--- src/rtl/dmux_lane_collector_if.sv ---
// Handshake bundle between the demux bit stream, the lane collector and the word consumer.
// With DMUX_COLLECT_PARITY_EN defined the bundle also carries word_parity.
interface dmux_lane_collector_if #(
    parameter int WIDTH = 8
);
    logic             a;
    logic             b;
    logic             sel;
    logic             in_valid;
    logic             in_ready;
    logic [WIDTH-1:0] word;
    logic             word_lane;
    logic             word_valid;
    logic             word_ready;
`ifdef DMUX_COLLECT_PARITY_EN
    logic             word_parity;

    modport master (
        output a, b, sel, in_valid, word_ready,
        input  in_ready, word, word_lane, word_valid, word_parity
    );

    modport slave (
        input  a, b, sel, in_valid, word_ready,
        output in_ready, word, word_lane, word_valid, word_parity
    );
`else
    modport master (
        output a, b, sel, in_valid, word_ready,
        input  in_ready, word, word_lane, word_valid
    );

    modport slave (
        input  a, b, sel, in_valid, word_ready,
        output in_ready, word, word_lane, word_valid
    );
`endif
endinterface

--- src/rtl/dmux_lane_collector.sv ---
// Assembles the two demux lanes into LSB-first words and emits them on one registered port.
// Optional DMUX_COLLECT_PARITY_EN registers word_parity = ^word alongside the word.
module dmux_lane_collector #(
    parameter int WIDTH = 8
) (
    input logic                  clk,
    input logic                  rst,
    dmux_lane_collector_if.slave bus
);
    localparam int            CW       = $clog2(WIDTH);
    localparam logic [CW-1:0] LAST_BIT = CW'(WIDTH - 1);

    logic [WIDTH-1:0] shift [2];
    logic [CW-1:0]    cnt   [2];
    logic [1:0]       full;
    logic             last_lane;
    logic             accept;
    logic             bit_in;
    logic             out_free;
    logic             load;
    logic             pick;

    // A full lane refuses bits until its word moves into the output register.
    assign bus.in_ready = !full[bus.sel];

    always_comb begin
        accept   = bus.in_valid && !full[bus.sel];
        bit_in   = bus.sel ? bus.b : bus.a;
        out_free = !bus.word_valid || bus.word_ready;
        load     = out_free && (full != 2'b00);
        pick     = (full == 2'b11) ? !last_lane : full[1];
    end

    always_ff @(posedge clk or posedge rst) begin
        if (rst) begin
            for (int l = 0; l < 2; l++) begin
                shift[l] <= '0;
                cnt[l]   <= '0;
            end
            full <= 2'b00;
        end else begin
            for (int l = 0; l < 2; l++) begin
                if (accept && (bus.sel == 1'(l))) begin
                    shift[l][cnt[l]] <= bit_in;
                    if (cnt[l] == LAST_BIT) begin
                        cnt[l]  <= '0;
                        full[l] <= 1'b1;
                    end else begin
                        cnt[l] <= cnt[l] + 1'b1;
                    end
                end
                // accept needs !full and load needs full, so these never collide on one lane
                if (load && (pick == 1'(l))) begin
                    full[l] <= 1'b0;
                end
            end
        end
    end

    always_ff @(posedge clk or posedge rst) begin
        if (rst) begin
            bus.word        <= '0;
            bus.word_lane   <= 1'b0;
            bus.word_valid  <= 1'b0;
            last_lane       <= 1'b1;
`ifdef DMUX_COLLECT_PARITY_EN
            bus.word_parity <= 1'b0;
`endif
        end else if (load) begin
            bus.word        <= shift[pick];
            bus.word_lane   <= pick;
            bus.word_valid  <= 1'b1;
            last_lane       <= pick;
`ifdef DMUX_COLLECT_PARITY_EN
            bus.word_parity <= ^shift[pick];
`endif
        end else if (bus.word_ready) begin
            bus.word_valid <= 1'b0;
        end
    end
endmodule

--- src/flat_wrapper.sv ---
// flat-port wrapper written by rule: the top's interface ports become plain ports
module dmux_lane_collector_flat 
#(
    parameter int WIDTH = 8
)
  (clk, rst, bus_a, bus_b, bus_sel, bus_in_valid, bus_word_ready, bus_in_ready, bus_word, bus_word_lane, bus_word_valid);
  dmux_lane_collector_if #(.WIDTH(WIDTH)) bus_i ();
  input logic clk;
  input logic rst;
  input wire logic [$bits(bus_i.a)-1:0] bus_a;
  input wire logic [$bits(bus_i.b)-1:0] bus_b;
  input wire logic [$bits(bus_i.sel)-1:0] bus_sel;
  input wire logic [$bits(bus_i.in_valid)-1:0] bus_in_valid;
  input wire logic [$bits(bus_i.word_ready)-1:0] bus_word_ready;
  output wire logic [$bits(bus_i.in_ready)-1:0] bus_in_ready;
  output wire logic [$bits(bus_i.word)-1:0] bus_word;
  output wire logic [$bits(bus_i.word_lane)-1:0] bus_word_lane;
  output wire logic [$bits(bus_i.word_valid)-1:0] bus_word_valid;
  assign bus_i.a = bus_a;
  assign bus_i.b = bus_b;
  assign bus_i.sel = bus_sel;
  assign bus_i.in_valid = bus_in_valid;
  assign bus_i.word_ready = bus_word_ready;
  assign bus_in_ready = bus_i.in_ready;
  assign bus_word = bus_i.word;
  assign bus_word_lane = bus_i.word_lane;
  assign bus_word_valid = bus_i.word_valid;
  dmux_lane_collector #(.WIDTH(WIDTH)) u_core (.clk(clk), .rst(rst), .bus(bus_i));
endmodule
--- config.mk ---
export PLATFORM = sky130hd
export DESIGN_NAME = dmux_lane_collector_flat
export DESIGN_NICKNAME = d
export VERILOG_FILES = /design/src/rtl/dmux_lane_collector_if.sv /design/src/rtl/dmux_lane_collector.sv /design/src/flat_wrapper.sv
export SDC_FILE = /design/constraint.sdc
export NUM_CORES = 1
export LEC_CHECK = 0
export CORE_UTILIZATION = 39
export CTS_CLUSTER_DIAMETER = 100
export CTS_CLUSTER_SIZE = 12
export DETAILED_ROUTE_END_ITERATION = 12
export GPL_ROUTABILITY_DRIVEN = 0
export PLACE_DENSITY_LB_ADDON = 0.15
export SYNTH_ARGS = -nofsm -noshare
export SYNTH_HDL_FRONTEND = slang
export SYNTH_SLANG_ARGS = --single-unit
--- constraint.sdc ---
create_clock -name clk -period 2.9 [get_ports clk]
set_input_delay 0.725 -clock clk [delete_from_list [all_inputs] [get_ports clk]]
set_output_delay 0.725 -clock clk [all_outputs]
set_load 0.03 [all_outputs]
# After elaboration in Yosys (flattened, before gate mapping)
# Cells that the tools add are included.
# word_totals
register_bits	35
latchBits	0
ramBits	0
mem_bits_ro	0
inputBits	7
word_cells	67
n_memories	0
# op_classes
add_sub_neg	2
multipliers	0
div	0
order_cmp	6
n_eq_ne	3
shifts	0
mux	23
n_bitwise	3
n_reduce_logical	20
# op_table
cell	count
$mux W8	3
$bwmux W8	2
$mux W1	14
$reduce_bool A2 Y1	6
$logic_and A1 B1 Y1	8
$lt A3 B4 Y1 const B	2
$add A3 B1 Y3 const B	2
$demux W1 S3	2
$eq A3 B3 Y1 const B	2
$ge A3 B1 Y1 const B	2
$mux W3	2
$reduce_and A2 Y1	2
$logic_not A1 Y1	3
$eq A2 B2 Y1 const B	1
$ge A2 B2 Y1 const B	1
$lt A1 B2 Y1 const B	1
$not A1 Y1	2
$not A1 Y2	1
$logic_or A1 B1 Y1	1

# Depth between registers and ports, before layout
# Gate-level depths: netlist (run 1).
# depth
ltp_word	7
ltp_mapped	5
mapped_depth_nobuf	4

# Worst setup path before layout (run 1)
# Ideal clock, no wire load.
# synth_timing
kind	in2out
startpoint	input port bus_sel
endpoint	output port bus_in_ready
arrival_ps	1429
slack_ps	746
path_stages	2
n_path_buf	1
path_cell_list	buf_6 -> mux2i_1
# synth_via
elab_chain_len	3
# synth_rtl
item	line	rtl
start, declared	flat_wrapper.sv:12	input wire logic [$bits(bus_i.sel)-1:0] bus_sel;
$mux W1 (not written as such) (2 in series)	dmux_lane_collector.sv:24	assign bus.in_ready = !full[bus.sel];
$logic_not A1 Y1	dmux_lane_collector.sv:24	
end, declared	flat_wrapper.sv:15	output wire logic [$bits(bus_i.in_ready)-1:0] bus_in_ready;
# No other way between the ends. The select of a mux whose other input is x is not followed.

# Worst setup path after layout (run 1)
# Same ends and word-level chain as after synthesis.

==> results of run 1 <==
-- report_power, final --
group          total [W]  switching [W]  internal, W
Combinational   0.000823       0.000393     0.000429
Sequential      0.000944       0.000220     0.000724
Clock           0.000397       0.000181     0.000216
Total            0.00216       0.000794      0.00137
-- registers in the layout (all words and copies together) (netlist names) --
signal,count
u_core.bus.word_lane,1
u_core.last_lane,1
u_core.bus.word_valid,1
u_core.full,2
u_core.shift,16
u_core.cnt,6
u_core.bus.word,8
-- per-layer routing --
metal | share of wire [%] | vias to the layer above | routed length, um
li1 | - | 510 | -
met1 | 47 | 537 | 1470
met2 | 47 | 21 | 1480
met3 | 4.3 | 5 | 134
met4 | 1.3 | 0 | 41
met5 | 0 | - | 0
-- through the flow --
step	worst slack [ns]	hold WS [ns]	instances	area (um2)
2_1_floorplan	0.746	0.466	128	1670
3_3_place_gp	0.514	0.461	191	1870
3_5_place_dp	0.504	0.470	191	1870
4_1_cts	0.528	0.489	199	1980
5_1_grt	0.476	0.512	199	1980
6_report	0.538	0.490	199	1980
-- kinds of logic (layout without fill, tap and decap cells) --
kind of cell | Yosys count | in the layout | synth area share (%)
flip-flops | 35 | 35 | 52.5
buffers and inverters | 8 | 29 | 3.00
adder cells (fa/ha/maj) | 4 | 4 | 3.00
multiplexers | 23 | 23 | 15.9
AND/OR/NAND/NOR | 43 | 43 | 17.9
AO/OA/AOI/OAI | 15 | 15 | 7.65
-- worst paths after layout --
path                                        endpoint  slack, ns  cells past startpoint
worst max-delay path                    bus_in_ready       0.54                      3
worst max register to register       u_core.shift[3]       1.38                      3
max in group asynchronous           u_core.last_lane       1.73                      3
worst min-delay path            u_core.bus.word_lane       0.49                      1
worst min register to register  u_core.bus.word_lane       0.49                      1
min in group asynchronous             u_core.full[1]       0.84                      3
-- final cells by class --
cell class	instances	area, um2
clock buffer	7	96.3
clock inverter	1	7.51
fill	354	2080
inverter	2	7.51
multi-input combinational	85	742
sequential	35	877
tap	50	62.6
timing repair buffer	19	183
-- layout by cell type (no fill, tap or decap), types with 4 or more instances in the layout --
cell,n
a221o_1,8
and3_1,9
clkbuf_8,7
clkdlybuf4s50_1,16
dfrtp_1,34
ha_1,4
mux2_1,4
mux2_2,16
nand2_1,8
nor2_1,6
==> results.md, run 1 <==
* Status: completed
* Routed Wire Length at roughly 3100 um
* Cell family with most CP delay: buffers and inverters
* Leak Pwr at roughly 0.9 nW
* Post-synthesis sequential area ratio at ~53%
* Number of clock sinks at 35
* Hold WC Path Type: reg2reg
* Vias at roughly 1,100
* Initial DRC Count at between 40 and 50
* Yosys top cell by area: dfrtp_1
* YS warnings at 0
* Synthesized area at between 1500 and 2000 um2
* Row count at 23
* Final Core Density at between 40 and 50%
* Remaining routing DRC violations at 0
* Fraction of registers with async set or reset after synthesis at 100%
* Final Setup Violations at 0
* Largest net degree at the start of global routing at 36
* First-pass GRT wire length at ~5300 um
* Critical Path End Type: output pin
* Start of the worst register-to-register path: u_core.full[1]
* GRT met2 Usage at a little over a quarter
* Fin crit period at approximately 2.4 ns
* Die Span Y at about 67 um
* Global routing usage on met3 at under 10%
* Final worst-path cycle share at 81.4%
* Wirelength per Cell at ~16 um
* Met1 usage at between 20% and 30%
* Routed Antenna Nets at 0
* Post-synth EDFFs at 0
* Initial antenna violation count at 0
* Synth cell types at 33
* First drt pass iteration count at 4
* DPL Wire Length at 2270 um
* Die W at between 60 and 70 um
* #FFs+latches synth at 35
* Nets at 159
* Critical Path Source Type: input port
* I/O pins at 18
* Worst skew pair latency at around 0.29 ns
* Initial Util at between 40% and 50%
* Post-synth top cells: dfrtp_1 (34), mux2_2 (16), and3_1 (9)
* Peak supply drop at about 420 uV
* Main synth FF type: dfrtp_1
* Critical Path Max Stage Delay at roughly 0.54 ns
* Setup TNS at 0 ns
* PostCTS Resize Cnt at 0
* Min-delay src: u_core.bus.word_lane
* Post-CTS setup buffer count at 0
* Slew @ Worst Pin at a little under 0.7 ns
* # diodes at 0
* Critical path class: in2out
* Grt ovf at 0
* CP Launch Point: bus_sel
* Number of global-route vias before repair at about 1,100
* Worst EP arrival at 1.64 ns
* Total of max-cap violations at 0
* Syn Inst Count at between 100 and 150
* Synth Area per Inst at 13.0 um2
* Via/cell ratio at 5.39
* Cell area power density at between 1000 and 1500 nW/um2
* Final Slew Violations at 0
* Share of the synthesized area in the top cell type at about half
* Layout cells sized above 1 at around a quarter
* Max Clock Freq at roughly 420 MHz
* Total GRT Usage at approximately 16%
* Total Die Area at 4550 um2
* Area Growth Syn to Fin at 18.4%
* Slowest cell on crit path: clkdlybuf4s50_1
* Clock Path Buffers at 2
* Port bufs at 17
* RSZ-0062 raised after global routing: no
* Largest fanout on the critical path at 3
* H-tree levels at 2
* Net Count, Synth at ~140
* Worst-path clk slew at ~0.070 ns
* Hold Fails Final Rpt at 0
* Total power at roughly 0.0022 W
* CP cell instances: clkdlybuf4s50_1 -> mux2i_1 -> buf_4
* Relative slew slack at around 53%
* Top Usage Layer GRT: met2
* Largest cells by area after synthesis: dfrtp_1 (51%), mux2_2 (11%), a221o_1 (4.8%), and3_1 (3.4%), ha_1 (3.0%)
* Core Area at 4060 um2
* Crit path buf inv count at 2
* CTS Buf Count at 5
* Setup Skew at about 0.0077 ns
* CTS Hold Bufs at 0
* CTS tree: built
* Data required, critical path at 2.17 ns
* Root Buffer: clkbuf_8
* Count leader, synth: dfrtp_1
No activity file was read; power rests on OpenSTA's default activity.
==> inputs of run 2 (changes only) <==
clock period = 1.9 ns   (was 2.9 ns; I/O delays follow)
==> run 2 against run 1 <==
Routed wire length is 0.26% higher; sequential share of layout area fell by 1.4 points; die area did not move; power up 56%; clock skew rose by 0.00056 ns; non-clock buffer count up 4; sequential cell count unchanged; worst setup slack got worse by 0.44 ns; critical endpoint is now u_core.shift[3]; largest power group unchanged.
==> results.md, run 2 (synthesis results as in run 1) <==
* Fin crit period at around 1.8 ns
* Hold WC Path Type: reg2reg
* DPL Wire Length at around 2200 um
* CTS Hold Bufs at 0
* Number of clock sinks at 35
* Critical Path Source Type: input port
* # diodes at 0
* Most flops, register: u_core.shift
* Initial Util at roughly 41%
* Cell area power density at between 1500 and 2000 nW/um2
* CTS tree: built
* Core Area at around 4000 um2
* Regs by FF count: u_core.shift x16, u_core.bus.word x8, u_core.cnt x6
* Combinational share of power at a little under two fifths
* Total Die Area at 4550 um2
* Status: completed
* Max reg flops at 16
* Nets at approximately 160
* Area Growth Syn to Fin at 22.1%
* Global routing usage on met3 at 4.05%
* Commonest non-fill, non-tap cell in the layout: dfrtp_1
* Largest net degree at the start of global routing at 36
* Root Buffer: clkbuf_8
* Hold Fails Final Rpt at 0
* Leak Pwr at around 0.94 nW
* Register share of total power at 42.8%
* GRT met2 Usage at approximately a quarter
* Final Slew Violations at 0
* Critical path class: in2reg
* Initial antenna violation count at 0
* Largest fanout on the critical path at 7
* NetSw at roughly 0.0012 W
* Worst EP arrival at slightly below 2 ns
* Critical Path End Type: flop
* Worst-path clk slew at approximately 0.07 ns
* Slew @ Worst Pin at 0.741 ns
* Final Setup Violations at 0
* Switch share at 36.0%
* Data required, critical path at around 2.1 ns
* Layout cells sized above 1 at between 20% and 30%
* Most frequent cells in the layout: dfrtp_1 (34), mux2_2 (16), clkdlybuf4s50_1 (15)
* Setup Skew at approximately 0.0083 ns
* I/O pins at 18
* Pre-CTS setup slack at -0.213 ns
* Number of global-route vias before repair at ~1,100
* Worst skew pair latency at roughly 0.29 ns
* Clock power frac at between 15 and 20%
* Vias at about 1,100
* Die W at roughly 67 um
* Wirelength per Cell at roughly 15 um
* Initial DRC Count at 84
* Peak supply drop at around 690 uV
* Total GRT Usage at between 10% and 20%
* Final setup margin at ~0.095 ns
* First-pass GRT wire length at 5280 um
* Via/cell ratio at about 5.3
* Port bufs at 17
* CTS Buf Count at 5
* Relative slew slack at between 50% and 60%
* Met1 usage at 23.1%
* Total power at roughly 0.0034 W
* Grt ovf at 0
* Final worst-path cycle share at a little over nine tenths
* Total of max-cap violations at 0
* Die Span Y at 67.4 um
* Routed Antenna Nets at 0
* Routed Wire Length at roughly 3100 um
* H-tree levels at 2
* Top Usage Layer GRT: met2
* Row count at 23
* Max Clock Freq at between 500 and 600 MHz
* Cell-internal power at approximately 0.0022 W
* Clock Path Buffers at 2
* Remaining routing DRC violations at 0
* First drt pass iteration count at 4
-- run 2: final timing paths --
| check | start | to | slack (ns) | cells after the start |
|---|---|---|---|---|
| setup / recovery | bus_in_valid | u_core.shift[3] | 0.1 | 4 |
| hold / removal | u_core.bus.word_lane | u_core.bus.word_lane | 0.48 | 1 |
| setup reg to reg | u_core.full[1] | u_core.shift[3] | 0.39 | 3 |
| hold reg to reg | u_core.bus.word_lane | u_core.bus.word_lane | 0.48 | 1 |
| max in group asynchronous | rst | u_core.last_lane | 1.12 | 3 |
| min in group asynchronous | rst | u_core.bus.word[2] | 0.53 | 3 |
-- run 2: cell type report --
| class | count | area, um2 |
|---|---|---|
| Fill cell | 357 | 2020 |
| Sequential cell | 35 | 877 |
| Multi-Input combinational cell | 85 | 747 |
| Timing Repair Buffer | 23 | 231 |
| Clock buffer | 5 | 68.8 |
| Tap cell | 50 | 62.6 |
| Clock inverter | 3 | 43.8 |
| Inverter | 2 | 7.51 |
-- run 2: timing repair --
action                                  4_1_cts  5_1_grt
setup buffers                                 1        0
pin swaps                                     0        1
endpoints found under the setup margin        1        4
hold endpoints to repair                      0        0
resized for setup                             1        2
-- run 2: stage by stage --
step | util [%] | std cells | instance area [um2] | hold WS [ns] | TNS, ns
after detailed placement | 47.0 | 194 | 1910 | 0.468 | -2.03
after global placement | 47.0 | 194 | 1910 | 0.462 | -1.28
final | 50.2 | 203 | 2040 | 0.479 | 0
after floorplan | - | 128 | 1670 | 0.466 | 0
after global routing | 50.2 | 203 | 2040 | 0.502 | -0.00249
after CTS | 50.0 | 203 | 2030 | 0.485 | 0
-- run 2: power groups by stage --
stage	logic, W	clock network [W]	registers (W)
2_1_floorplan	0.000822	0	0.00150
3_3_place_gp	0.00126	0	0.00145
3_5_place_dp	0.00129	0	0.00146
4_1_cts	0.00129	0.000682	0.00145
5_1_grt	0.00142	0.000704	0.00151
6_report	0.00127	0.000666	0.00145
-- run 2: worst max-delay path, stage by stage --
cell and delay, ns:
clkdlybuf4s50_1 0.64, nand4b_1 0.27, nor3b_2 0.24, mux2_2 0.35
-- run 2: per-layer routing --
layer / routed length (um) / share of wire, % / vias up
met3: 83 / 2.7 / 4
met5: 0 / 0 / -
met1: 1600 / 51 / 530
li1: - / - / 521
met4: 21 / 0.67 / 0
met2: 1430 / 46 / 17
